### config.mk
export PLATFORM = sky130hd
export DESIGN_NAME = matmul_tile_flow_controller
export DESIGN_NICKNAME = d
export VERILOG_FILES = /design/src/rtl/matmul_tile_flow_controller_pkg.sv /design/src/rtl/matmul_tile_flow_controller_delay.sv /design/src/rtl/matmul_tile_flow_controller.sv
export SDC_FILE = /design/constraint.sdc
export NUM_CORES = 1
export LEC_CHECK = 0
export CORE_ASPECT_RATIO = 1.25
export CORE_MARGIN = 2
export CORE_UTILIZATION = 30
export CTS_CLUSTER_DIAMETER = 200
export DETAILED_ROUTE_END_ITERATION = 7
export HOLD_SLACK_MARGIN = 0.1
export PLACE_DENSITY = 0.52
export SYNTH_ARGS = -nofsm -noshare
export SYNTH_HDL_FRONTEND = slang
export SYNTH_HIERARCHICAL = 1
export SYNTH_SLANG_ARGS = --single-unit
### constraint.sdc
create_clock -name clk -period 7.8 [get_ports clk]
set_input_delay 0.78 -clock clk [delete_from_list [all_inputs] [get_ports clk]]
set_output_delay 0.78 -clock clk [all_outputs]
set_load 0.1 [all_outputs]
### src/rtl/matmul_tile_flow_controller_pkg.sv
// Shared types for the matmul tile flow controller: instruction format,
// buffer/accumulator address types and the controller state encoding.
package matmul_tile_flow_controller_pkg;

  localparam int LENGTH_WIDTH           = 16;
  localparam int BUFFER_ADDR_WIDTH      = 16;
  localparam int ACCUMULATOR_ADDR_WIDTH = 8;

  typedef logic [BUFFER_ADDR_WIDTH-1:0]      buffer_addr_type;
  typedef logic [ACCUMULATOR_ADDR_WIDTH-1:0] accumulator_addr_type;

  // opcode[1] = accumulate, opcode[0] = signed operands
  typedef struct packed {
    logic [1:0]              opcode;
    logic [LENGTH_WIDTH-1:0] length;
    buffer_addr_type         buffer_addr;
    accumulator_addr_type    acc_addr;
  } instr_type;

  typedef enum logic [1:0] {
    FC_IDLE,
    FC_ISSUE,
    FC_WAIT_WEIGHT
  } matmul_fc_state_type;

endpackage

### src/rtl/matmul_tile_flow_controller_delay.sv
// Enable-gated shift-register delay line. Bit 0 of each word is its valid
// flag, so vld_any reports whether any stage still holds live data.
module tpu_delay_line #(
  parameter int WIDTH = 1,
  parameter int DEPTH = 1
) (
  input  logic             clk,
  input  logic             rst,
  input  logic             enable,
  input  logic [WIDTH-1:0] din,
  output logic [WIDTH-1:0] dout,
  output logic             vld_any
);

  logic [WIDTH-1:0] pipe_p [DEPTH];

  always_ff @(posedge clk or posedge rst) begin
    if (rst) begin
      for (int i = 0; i < DEPTH; i++) pipe_p[i] <= '0;
    end else if (enable) begin
      pipe_p[0] <= din;
      for (int i = 1; i < DEPTH; i++) pipe_p[i] <= pipe_p[i-1];
    end
  end

  assign dout = pipe_p[DEPTH-1];

  always_comb begin
    vld_any = 1'b0;
    for (int i = 0; i < DEPTH; i++) vld_any = vld_any | pipe_p[i][0];
  end

endmodule

### src/rtl/matmul_tile_flow_controller.sv
// Row issuer for matmul tiles: streams unified-buffer reads, then delays the
// row-tagged MMU and accumulator controls through two enable-gated pipelines.
module matmul_tile_flow_controller
  import matmul_tile_flow_controller_pkg::*;
#(
  parameter int MATRIX_WIDTH = 14,
  parameter int READ_LATENCY = 3,
  parameter int ACC_LATENCY  = MATRIX_WIDTH + 5
) (
  input  logic                 clk,
  input  logic                 rst,
  input  logic                 enable,
  input  instr_type            instr,
  input  logic                 instr_valid,
  output logic                 instr_ready,
  input  logic                 weight_ready,
  output buffer_addr_type      buffer_to_sds_addr,
  output logic                 buffer_read_enable,
  output logic                 mmu_sds_enable,
  output logic                 is_mmu_signed,
  output logic                 activate_weight,
  output accumulator_addr_type acc_addr,
  output logic                 accumulate,
  output logic                 acc_enable,
  output logic                 busy,
  output logic                 resource_busy
);

  localparam int PH_W  = (MATRIX_WIDTH > 1) ? $clog2(MATRIX_WIDTH) : 1;
  localparam int SDS_W = 3;
  localparam int ACC_W = ACCUMULATOR_ADDR_WIDTH + 2;

  matmul_fc_state_type     state, state_d;
  logic [LENGTH_WIDTH-1:0] row_p0, row_d, len_p0;
  logic [PH_W-1:0]         phase_p0, phase_d;
  buffer_addr_type         base_buf_p0;
  accumulator_addr_type    base_acc_p0;
  logic                    accum_p0, sgn_p0;

  logic need_weight, can_issue, last_row, accept;
  logic [SDS_W-1:0] sds_din, sds_dout;
  logic [ACC_W-1:0] acc_din, acc_dout;
  logic sds_any, acc_any;

  // Stage 0: row issue. Every multiple of MATRIX_WIDTH starts a new weight tile.
  assign need_weight = (phase_p0 == '0);
  assign last_row    = (row_p0 == len_p0 - LENGTH_WIDTH'(1));
  assign can_issue   = ((state == FC_ISSUE) && (!need_weight || weight_ready)) ||
                       ((state == FC_WAIT_WEIGHT) && weight_ready);
  assign instr_ready = (state == FC_IDLE) || ((state == FC_ISSUE) && can_issue && last_row);
  assign accept      = instr_valid && instr_ready && enable;
  assign busy        = (state != FC_IDLE);

  always_comb begin
    state_d = state;
    row_d   = row_p0;
    phase_d = phase_p0;
    if (can_issue) begin
      if (last_row) begin
        state_d = FC_IDLE;
      end else begin
        state_d = FC_ISSUE;
        row_d   = row_p0 + LENGTH_WIDTH'(1);
        phase_d = (phase_p0 == PH_W'(MATRIX_WIDTH - 1)) ? '0 : phase_p0 + PH_W'(1);
      end
    end else if (state == FC_ISSUE) begin
      state_d = FC_WAIT_WEIGHT;
    end
    // A zero-length instruction is consumed without leaving IDLE.
    if (accept) begin
      state_d = (instr.length != '0) ? FC_ISSUE : FC_IDLE;
      row_d   = '0;
      phase_d = '0;
    end
  end

  always_ff @(posedge clk or posedge rst) begin
    if (rst) begin
      state       <= FC_IDLE;
      row_p0      <= '0;
      phase_p0    <= '0;
      len_p0      <= '0;
      base_buf_p0 <= '0;
      base_acc_p0 <= '0;
      accum_p0    <= 1'b0;
      sgn_p0      <= 1'b0;
    end else if (enable) begin
      state    <= state_d;
      row_p0   <= row_d;
      phase_p0 <= phase_d;
      if (accept) begin
        len_p0      <= instr.length;
        base_buf_p0 <= instr.buffer_addr;
        base_acc_p0 <= instr.acc_addr;
        accum_p0    <= instr.opcode[1];
        sgn_p0      <= instr.opcode[0];
      end
    end
  end

  assign buffer_read_enable = can_issue;
  assign buffer_to_sds_addr = can_issue ? buffer_addr_type'(base_buf_p0 + buffer_addr_type'(row_p0)) : '0;

  assign sds_din = can_issue ? {need_weight, sgn_p0, 1'b1} : '0;
  assign acc_din = can_issue ? {accumulator_addr_type'(base_acc_p0 + accumulator_addr_type'(row_p0)),
                                accum_p0, 1'b1} : '0;

  // Stage 1: row tags ride to the systolic data setup input.
  tpu_delay_line #(.WIDTH(SDS_W), .DEPTH(READ_LATENCY)) u_sds_delay (
    .clk     (clk),
    .rst     (rst),
    .enable  (enable),
    .din     (sds_din),
    .dout    (sds_dout),
    .vld_any (sds_any)
  );

  // Stage 2: row tags ride on to the accumulator write port.
  tpu_delay_line #(.WIDTH(ACC_W), .DEPTH(READ_LATENCY + ACC_LATENCY)) u_acc_delay (
    .clk     (clk),
    .rst     (rst),
    .enable  (enable),
    .din     (acc_din),
    .dout    (acc_dout),
    .vld_any (acc_any)
  );

  assign mmu_sds_enable  = sds_dout[0];
  assign is_mmu_signed   = sds_dout[1] & sds_dout[0];
  assign activate_weight = sds_dout[2] & sds_dout[0];
  assign acc_enable      = acc_dout[0];
  assign accumulate      = acc_dout[1] & acc_dout[0];
  assign acc_addr        = acc_dout[ACC_W-1:2];
  assign resource_busy   = busy | sds_any | acc_any;

endmodule

==> reports/results.tsv, run 1 <==
stage	metric	value	unit
sta	final hold vios	0	
final_layout	# diodes	0	
global_routing	initial antenna violation count	0	
floorplan	die height	240.3	um
sta	RSZ-0062 raised after global routing	no	
synthesis	register area share after synthesis	0.5474	
setup_path	Worst Path Max Fanout	8	
worst_hold_path	hold-critical path endpoint	u_acc_delay/pipe_p[34]$_DFFE_PP0P_	
sta	Final period util	0.6893	
synthesis	adder-cell share of the synthesized area	0.02821	
setup_path	endpoint type of the worst setup path	primary output	
setup_path	Worst R2R End	base_acc_p0[4]$_DFFE_PP0P_	
sta	TNS Setup	0	ns
synthesis	net count after synthesis	1067	
global_routing	GRT Util Overall	0.1138	
synthesis	top cell type's share of synthesized area	0.5474	
global_routing	GRT Residual Overflow	0	
global_routing	first-pass GRT wire length	42480	um
cts	post-CTS setup buffer count	0	
floorplan	Initial Util	0.3036	
placed_design	I/O Buffers	79	
synthesis	XOR/XNOR share of the synthesized area	0.02158	
placed_design	Placer Congestion	0.7740	
floorplan	Horiz. Die Dim	193	um
setup_path	Req. time, crit path	7.02	ns
sta	worst slew pin tran	1.284	ns
sta	final setup vio count	0	
sta	skew final	0.01467	ns
synthesis	simple-gate area share of the yosys netlist	0.07706	
cts	worst skew pair latency	0.52	ns
flow_run	max_cap viols	0	
detailed_routing	WL final	25420	um
cts	Max clock buf depth	3	
floorplan	DIE AREA	46370	um^2
synthesis	Post-Synthesis Cells	991	
sta	fin. max-slew vios	0	
final_layout	P&R area growth vs syn	16.79	%
cts	Resize count post-CTS	0	
cts	Inserted Clock Buffers	34	
synthesis	post-synthesis mux area share	0.2361	
detailed_routing	ANT nets after route	0	
synthesis	top post-synthesis cells by count	dfrtp_1, mux2_2, nor2_1	
power	Pleak	7.165	nW
power	P per Cell Area	400.4	nW/um^2
power	Max VDD drop	0.3420	mV
synthesis	Compound-Gate Fraction of Synth Area	0.05352	
detailed_routing	DR iter-0 viols	321	
cts	H-tree depth	2	
worst_hold_path	Worst Hold Class	reg2reg	
synthesis	Synth Area per Inst	13.52	um^2
synthesis	Async SR Flop Fraction	1.000	
final_layout	Final Util	0.3546	
detailed_routing	DRC errors left	0	
placed_design	HPWL Detailed	16610	um
global_routing	largest net degree at the start of global routing	141	
synthesis	EDFF count, synth	0	
cts	TritonCTS clock tree	yes	
worst_hold_path	hold-critical path depth	1	
worst_hold_path	Hold Startpoint	u_acc_delay/pipe_p[44]$_DFFE_PP0P_	
final_layout	layout cells sized above 1	0.3123	
synthesis	post-synthesis register bit count	293	
sta	fmax	0.1860	GHz
setup_path	startpoint types	register	
synthesis	Post-synth top flop	dfrtp_1	
setup_path	WS Path Type	reg2out	
detailed_routing	Vias	7837	
setup_path	Reg2Reg Depth	8	
sta	crit path time final	5.377	ns
status	outcome	finished clean	
setup_path	R2R setup slack	3.99	ns
final_layout	Final Net Count	1132	
detailed_routing	vias per cell	4.747	
synthesis	cell taking the most area after synthesis	dfrtp_1	
global_routing	vias in the first global route	8151	
detailed_routing	DR WL/cell	15.40	um
sta	max_slew headroom	0.1442	
synthesis	synth warn	6	
synthesis	largest family of logic cells by synthesized area	multiplexers	
cts	clock-pin slew on the worst setup and hold paths	0.06	ns
cts	Clk Tree Root Cell	clkbuf_16	
floorplan	# IOs	80	
cts	hold buffers post-CTS	0	
floorplan	Std-Cell Rows	86	
synthesis	count leader, synth	dfrtp_1	
synthesis	largest cells by area after synthesis	dfrtp_1, mux2_2, mux2_4, ha_1, xnor2_1	
setup_path	WP data arrival	4.60	ns
floorplan	Core Region	44120	um^2
setup_path	FF-to-FF Start	len_p0[3]$_DFFE_PP0P_	
detailed_routing	Detailed Routing Iterations Pass 1	5	
cts	clock net sink count	293	
synthesis	cell area after synthesis	13400	um^2
synthesis	library cells used by synthesis	70	
report_power, final:
part           switching, mW  total, mW  internal (mW)
combinational           1.17       2.14          0.969
sequential             0.428       2.60           2.17
clock                  0.639       1.52          0.885
per-stage QoR:
step | instances | hold WS [ns] | instance area (um^2) | power (mW) | setup WS (ns)
3_3_place_gp | 1592 | 0.4747 | 14560 | 4.746 | 2.825
5_1_grt | 1651 | 0.5116 | 15640 | 6.679 | 2.129
3_5_place_dp | 1592 | 0.4868 | 14560 | 4.791 | 2.788
6_report | 1651 | 0.4980 | 15640 | 6.264 | 2.423
2_1_floorplan | 991 | 0.4623 | 13400 | 4.319 | 0.9989
4_1_cts | 1651 | 0.4977 | 15640 | 6.361 | 2.413
worst max-delay path, stage by stage, from the launching register on:
cell,delay (ns)
dfrtp_1,0.48
ha_1,0.36
a211o_1,0.30
a2111oi_0,0.70
o211ai_1,0.26
a41oi_1,0.36
o21bai_1,0.11
a21oi_1,0.18
xnor2_1,0.09
nor2_1,0.09
clkdlybuf4s50_1,1.15
state kept, by name (all words and copies together), names as in the netlist:
signal / count
base_buf_p0: 16
state: 2
u_sds_delay/pipe_p: 6
accum_p0: 1
u_acc_delay/pipe_p: 210
phase_p0: 4
sgn_p0: 1
u_acc_delay/dout: 10
len_p0: 16
base_acc_p0: 8
u_sds_delay/dout: 3
row_p0: 16
per-layer routing:
metal  vias up  share of wire  track usage
li1       3694              -            -
met1      3975           0.45       0.1457
met2       126           0.48       0.1899
met3        42          0.038      0.02292
met4         0          0.028      0.04132
met5         -              0            0
kinds of logic (layout without fill, tap and decap cells):
family	count (synthesis)	count (layout)
multiplexers	268	268
buffers and inverters	80	168
XOR/XNOR	33	33
flip-flops	293	293
adder cells (fa/ha/maj)	29	29
AO/OA/AOI/OAI	107	107
AND/OR/NAND/NOR	181	181
final cells by class:
class | instances | area [um^2]
Clock buffer | 42 | 920.9
Sequential cell | 293 | 7332
Tap cell | 572 | 715.7
Multi-Input combinational cell | 618 | 5579
Timing Repair Buffer | 83 | 825.8
Inverter | 26 | 105.1
Fill cell | 4364 | 28470
Clock inverter | 17 | 165.2
cells in the final DEF, fill, tap and decap left out, types with 5 or more instances in the layout:
cell and count:
o21ai_0 21, nand3b_1 6, a21oi_1 33, nor2b_1 9, and3_1 6, clkbuf_16 34
clkinv_2 9, nor2_1 44, nand2b_1 6, xnor2_1 20, or3_1 7, and2_1 9
inv_1 24, nand4_1 5, nand3_1 15, dfrtp_1 293, o31ai_1 11, mux2_4 39
xor2_1 13, o21a_1 5, or4_1 14, ha_1 27, nor4_1 10, clkdlybuf4s50_1 78
nand2_1 21, mux2_2 224, nor3_1 9, a31oi_1 5, a21o_1 5
worst max path at each step:
| stage | slack [ns] | cells after the start | startpoint | end |
|---|---|---|---|---|
| CTS | 2.41 | 10 | row_p0[1]$_DFFE_PP0P_ | buffer_to_sds_addr[15] |
| global placement | 2.83 | 7 | weight_ready | buffer_to_sds_addr[0] |
| global route | 2.13 | 10 | row_p0[1]$_DFFE_PP0P_ | buffer_to_sds_addr[15] |
| floorplan | 1.0 | 1 | rst | u_acc_delay/dout[0]$_DFFE_PP0P_ |
| finish | 2.42 | 10 | row_p0[1]$_DFFE_PP0P_ | buffer_to_sds_addr[15] |
| detailed placement | 2.79 | 7 | weight_ready | buffer_to_sds_addr[0] |
Note: power is estimated with default switching activity, not from simulation.
==> run 2: changes to the inputs <==
--- a/config.mk
+++ b/config.mk
@@ -11,7 +11,7 @@
 export CTS_CLUSTER_DIAMETER = 200
 export DETAILED_ROUTE_END_ITERATION = 7
 export HOLD_SLACK_MARGIN = 0.1
-export PLACE_DENSITY = 0.52
+export PLACE_DENSITY = 0.54
 export SYNTH_ARGS = -nofsm -noshare
 export SYNTH_HDL_FRONTEND = slang
 export SYNTH_HIERARCHICAL = 1
==> constraint.sdc (replaced) <==
create_clock -name clk -period 4.6 [get_ports clk]
set_input_delay 0.46 -clock clk [delete_from_list [all_inputs] [get_ports clk]]
set_output_delay 0.46 -clock clk [all_outputs]
set_load 0.1 [all_outputs]
==> run 2 against run 1 <==
- combinational power rose by 69%
- non-clock buffer count rose by 6
- cell count rose by 0.30%
- flip-flop and latch count did not move
- first-iteration DRC count rose by 19%
- final area rose by 0.30%
- sequential share of layout area fell by 0.14 points
- routed wire length fell by 1.1%
- highest routed layer unchanged
==> reports/results.tsv, run 2 (same netlist as run 1, synthesis figures left out) <==
stage	metric	value	unit
detailed_routing	vias per cell	4.705	
cts	Max clock buf depth	3	
final_layout	Final Util	0.3557	
sta	crit path time final	4.185	ns
final_layout	fillers	4345	
final_layout	P&R area growth vs syn	17.14	%
floorplan	Core Region	44120	um^2
floorplan	Std-Cell Rows	86	
global_routing	vias in the first global route	7892	
cts	clock-pin slew on the worst setup and hold paths	0.06	ns
power	Pleak	7.221	nW
setup_path	Worst Path Max Fanout	8	
power	Max VDD drop	0.7223	mV
final_layout	Final Net Count	1135	
power	Power, Total	10.65	mW
placed_design	I/O Buffers	79	
detailed_routing	DR iter-0 viols	382	
cts	post-CTS setup buffer count	0	
final_layout	most frequent cells in the layout	dfrtp_1, mux2_2, clkdlybuf4s50_1, nor2_1, mux2_4	
cts	H-tree depth	1	
power	Switching Share	0.3519	
final_layout	layout cells sized above 1	0.3275	
global_routing	first-pass GRT wire length	41480	um
worst_hold_path	Worst Hold Class	in2async	
final_layout	Reg with most FFs	u_acc_delay/pipe_p	
global_routing	initial antenna violation count	0	
power	Pint	6.904	mW
floorplan	DIE AREA	46370	um^2
detailed_routing	Vias	7791	
sta	Final WS setup	0.4149	ns
power	combinational share of power	0.340	
sta	skew final	0.01390	ns
cts	clock net sink count	293	
sta	fmax	0.2389	GHz
detailed_routing	DR WL/cell	15.18	um
status	outcome	finished clean	
sta	Worst Hold Slack	0.3070	ns
cts	Inserted Clock Buffers	31	
detailed_routing	WL final	25150	um
final_layout	footprint of the multi-input gates	5579	um^2
final_layout	most frequent standard cell in the layout excluding fill and tap cells	dfrtp_1	
final_layout	register area	7332	um^2
setup_path	endpoint type of the worst setup path	primary output	
power	P per Cell Area	678.9	nW/um^2
cts	Clk Tree Root Cell	clkbuf_16	
cts	TritonCTS clock tree	yes	
power	Reg power frac	0.413	
detailed_routing	DRC errors left	0	
cts	Resize count post-CTS	0	
setup_path	crit path max-delay cell type	a2111oi_0	
global_routing	largest net degree at the start of global routing	180	
floorplan	Initial Util	0.3036	
floorplan	die height	240.3	um
placed_design	HPWL Detailed	16690	um
setup_path	WP data arrival	3.73	ns
sta	TNS Setup	0	ns
final_layout	max FFs per register	210	
setup_path	Req. time, crit path	4.14	ns
sta	Final period util	0.9098	
detailed_routing	Detailed Routing Iterations Pass 1	4	
sta	final setup vio count	0	
setup_path	Buf/Inv on CP	1	
placed_design	Placer Congestion	0.8176	
setup_path	critical-path cell list	ha_1, a211o_1, a2111oi_0, o211ai_1, a41oi_1, o21bai_1, a21oi_1, xnor2_1, nor2_1, buf_4	
setup_path	WS Path Type	reg2out	
cts	worst skew pair latency	0.58	ns
power	clock share of power	0.247	
sta	worst slew pin tran	0.9921	ns
sta	final hold vios	0	
sta	RSZ-0062 raised after global routing	no	
setup_path	Worst path top cell family by delay	compound AO/OA/AOI/OAI gates	
sta	max_slew headroom	0.3365	
sta	fin. max-slew vios	0	
floorplan	Horiz. Die Dim	193	um
setup_path	crit-path max cell delay	0.66	ns
flow_run	max_cap viols	0	
placed_design	pre-CTS WS	1.039	ns
final_layout	# diodes	0	
global_routing	GRT Util Overall	0.1111	
detailed_routing	ANT nets after route	0	
floorplan	# IOs	80	
power	P_sw	3.749	mW
global_routing	GRT Residual Overflow	0	
setup_path	startpoint types	register	
cts	hold buffers post-CTS	0	
==> run 2: cell count changes in the layout (fill, tap and decap cells not counted), moves of 3 or more <==
cell	delta
clkbuf_1	+5
clkdlybuf4s50_1	-18
buf_4	+20
bufinv_16	+4
clkinvlp_4	+3
buf_12	+4
clkbuf_16	-3
clkinv_2	-6
==> run 2: final cells by class <==
| type | instances | area share |
|---|---|---|
| Clock buffer | 44 | 0.05510 |
| Clock inverter | 14 | 0.01419 |
| Inverter | 26 | 0.006459 |
| Multi-Input combinational cell | 618 | 0.3556 |
| Sequential cell | 293 | 0.4673 |
| Tap cell | 572 | 0.04561 |
| Timing Repair Buffer | 89 | 0.05582 |
==> run 2: layer usage <==
layer / up-vias / GRT usage / part of all wire
met5: - / 0 / 0
met1: 3918 / 0.1440 / 0.45
met3: 43 / 0.01620 / 0.034
met2: 133 / 0.1858 / 0.49
li1: 3697 / - / -
met4: 0 / 0.04454 / 0.031
==> run 2: worst register-to-register path: cells and delay by family (launching register included) <==
family / cells / cell delay (ns)
AND/OR/NAND/NOR: 4 / 1.25
AO/OA/AOI/OAI: 3 / 1.11
flip-flops: 1 / 0.49
buffers and inverters: 1 / 0.32
multiplexers: 1 / 0.32
==> run 2: path summary, 6_finish.rpt <==
path | start | end | slack [ns] | depth (start not counted)
max | row_p0[1]$_DFFE_PP0P_ | buffer_to_sds_addr[15] | 0.41 | 10
min | rst | u_sds_delay/pipe_p[8]$_DFFE_PP0P_ | 0.31 | 2
max reg2reg | len_p0[3]$_DFFE_PP0P_ | base_buf_p0[6]$_DFFE_PP0P_ | 1.00 | 9
max in group asynchronous | rst | base_buf_p0[6]$_DFFE_PP0P_ | 3.20 | 3
min in group clk | enable | u_sds_delay/pipe_p[8]$_DFFE_PP0P_ | 0.38 | 2
min reg2reg | u_acc_delay/pipe_p[175]$_DFFE_PP0P_ | u_acc_delay/pipe_p[165]$_DFFE_PP0P_ | 0.49 | 1
==> run 2: per-stage QoR <==
step / std cells / instance area [um^2]
global route: 1656 / 15690
CTS: 1656 / 15690
floorplan: 991 / 13400
global placement: 1598 / 14600
finish: 1656 / 15690
detailed placement: 1598 / 14600
==> run 2: power groups by stage <==
stage                     registers, mW  logic (mW)  clock network [mW]
after global routing               4.57        3.93                2.84
after global placement             4.43        3.58                   0
after floorplan                    4.18        3.15                   0
after detailed placement           4.47        3.64                   0
final                              4.40        3.62                2.63
after CTS                          4.42        3.66                2.74
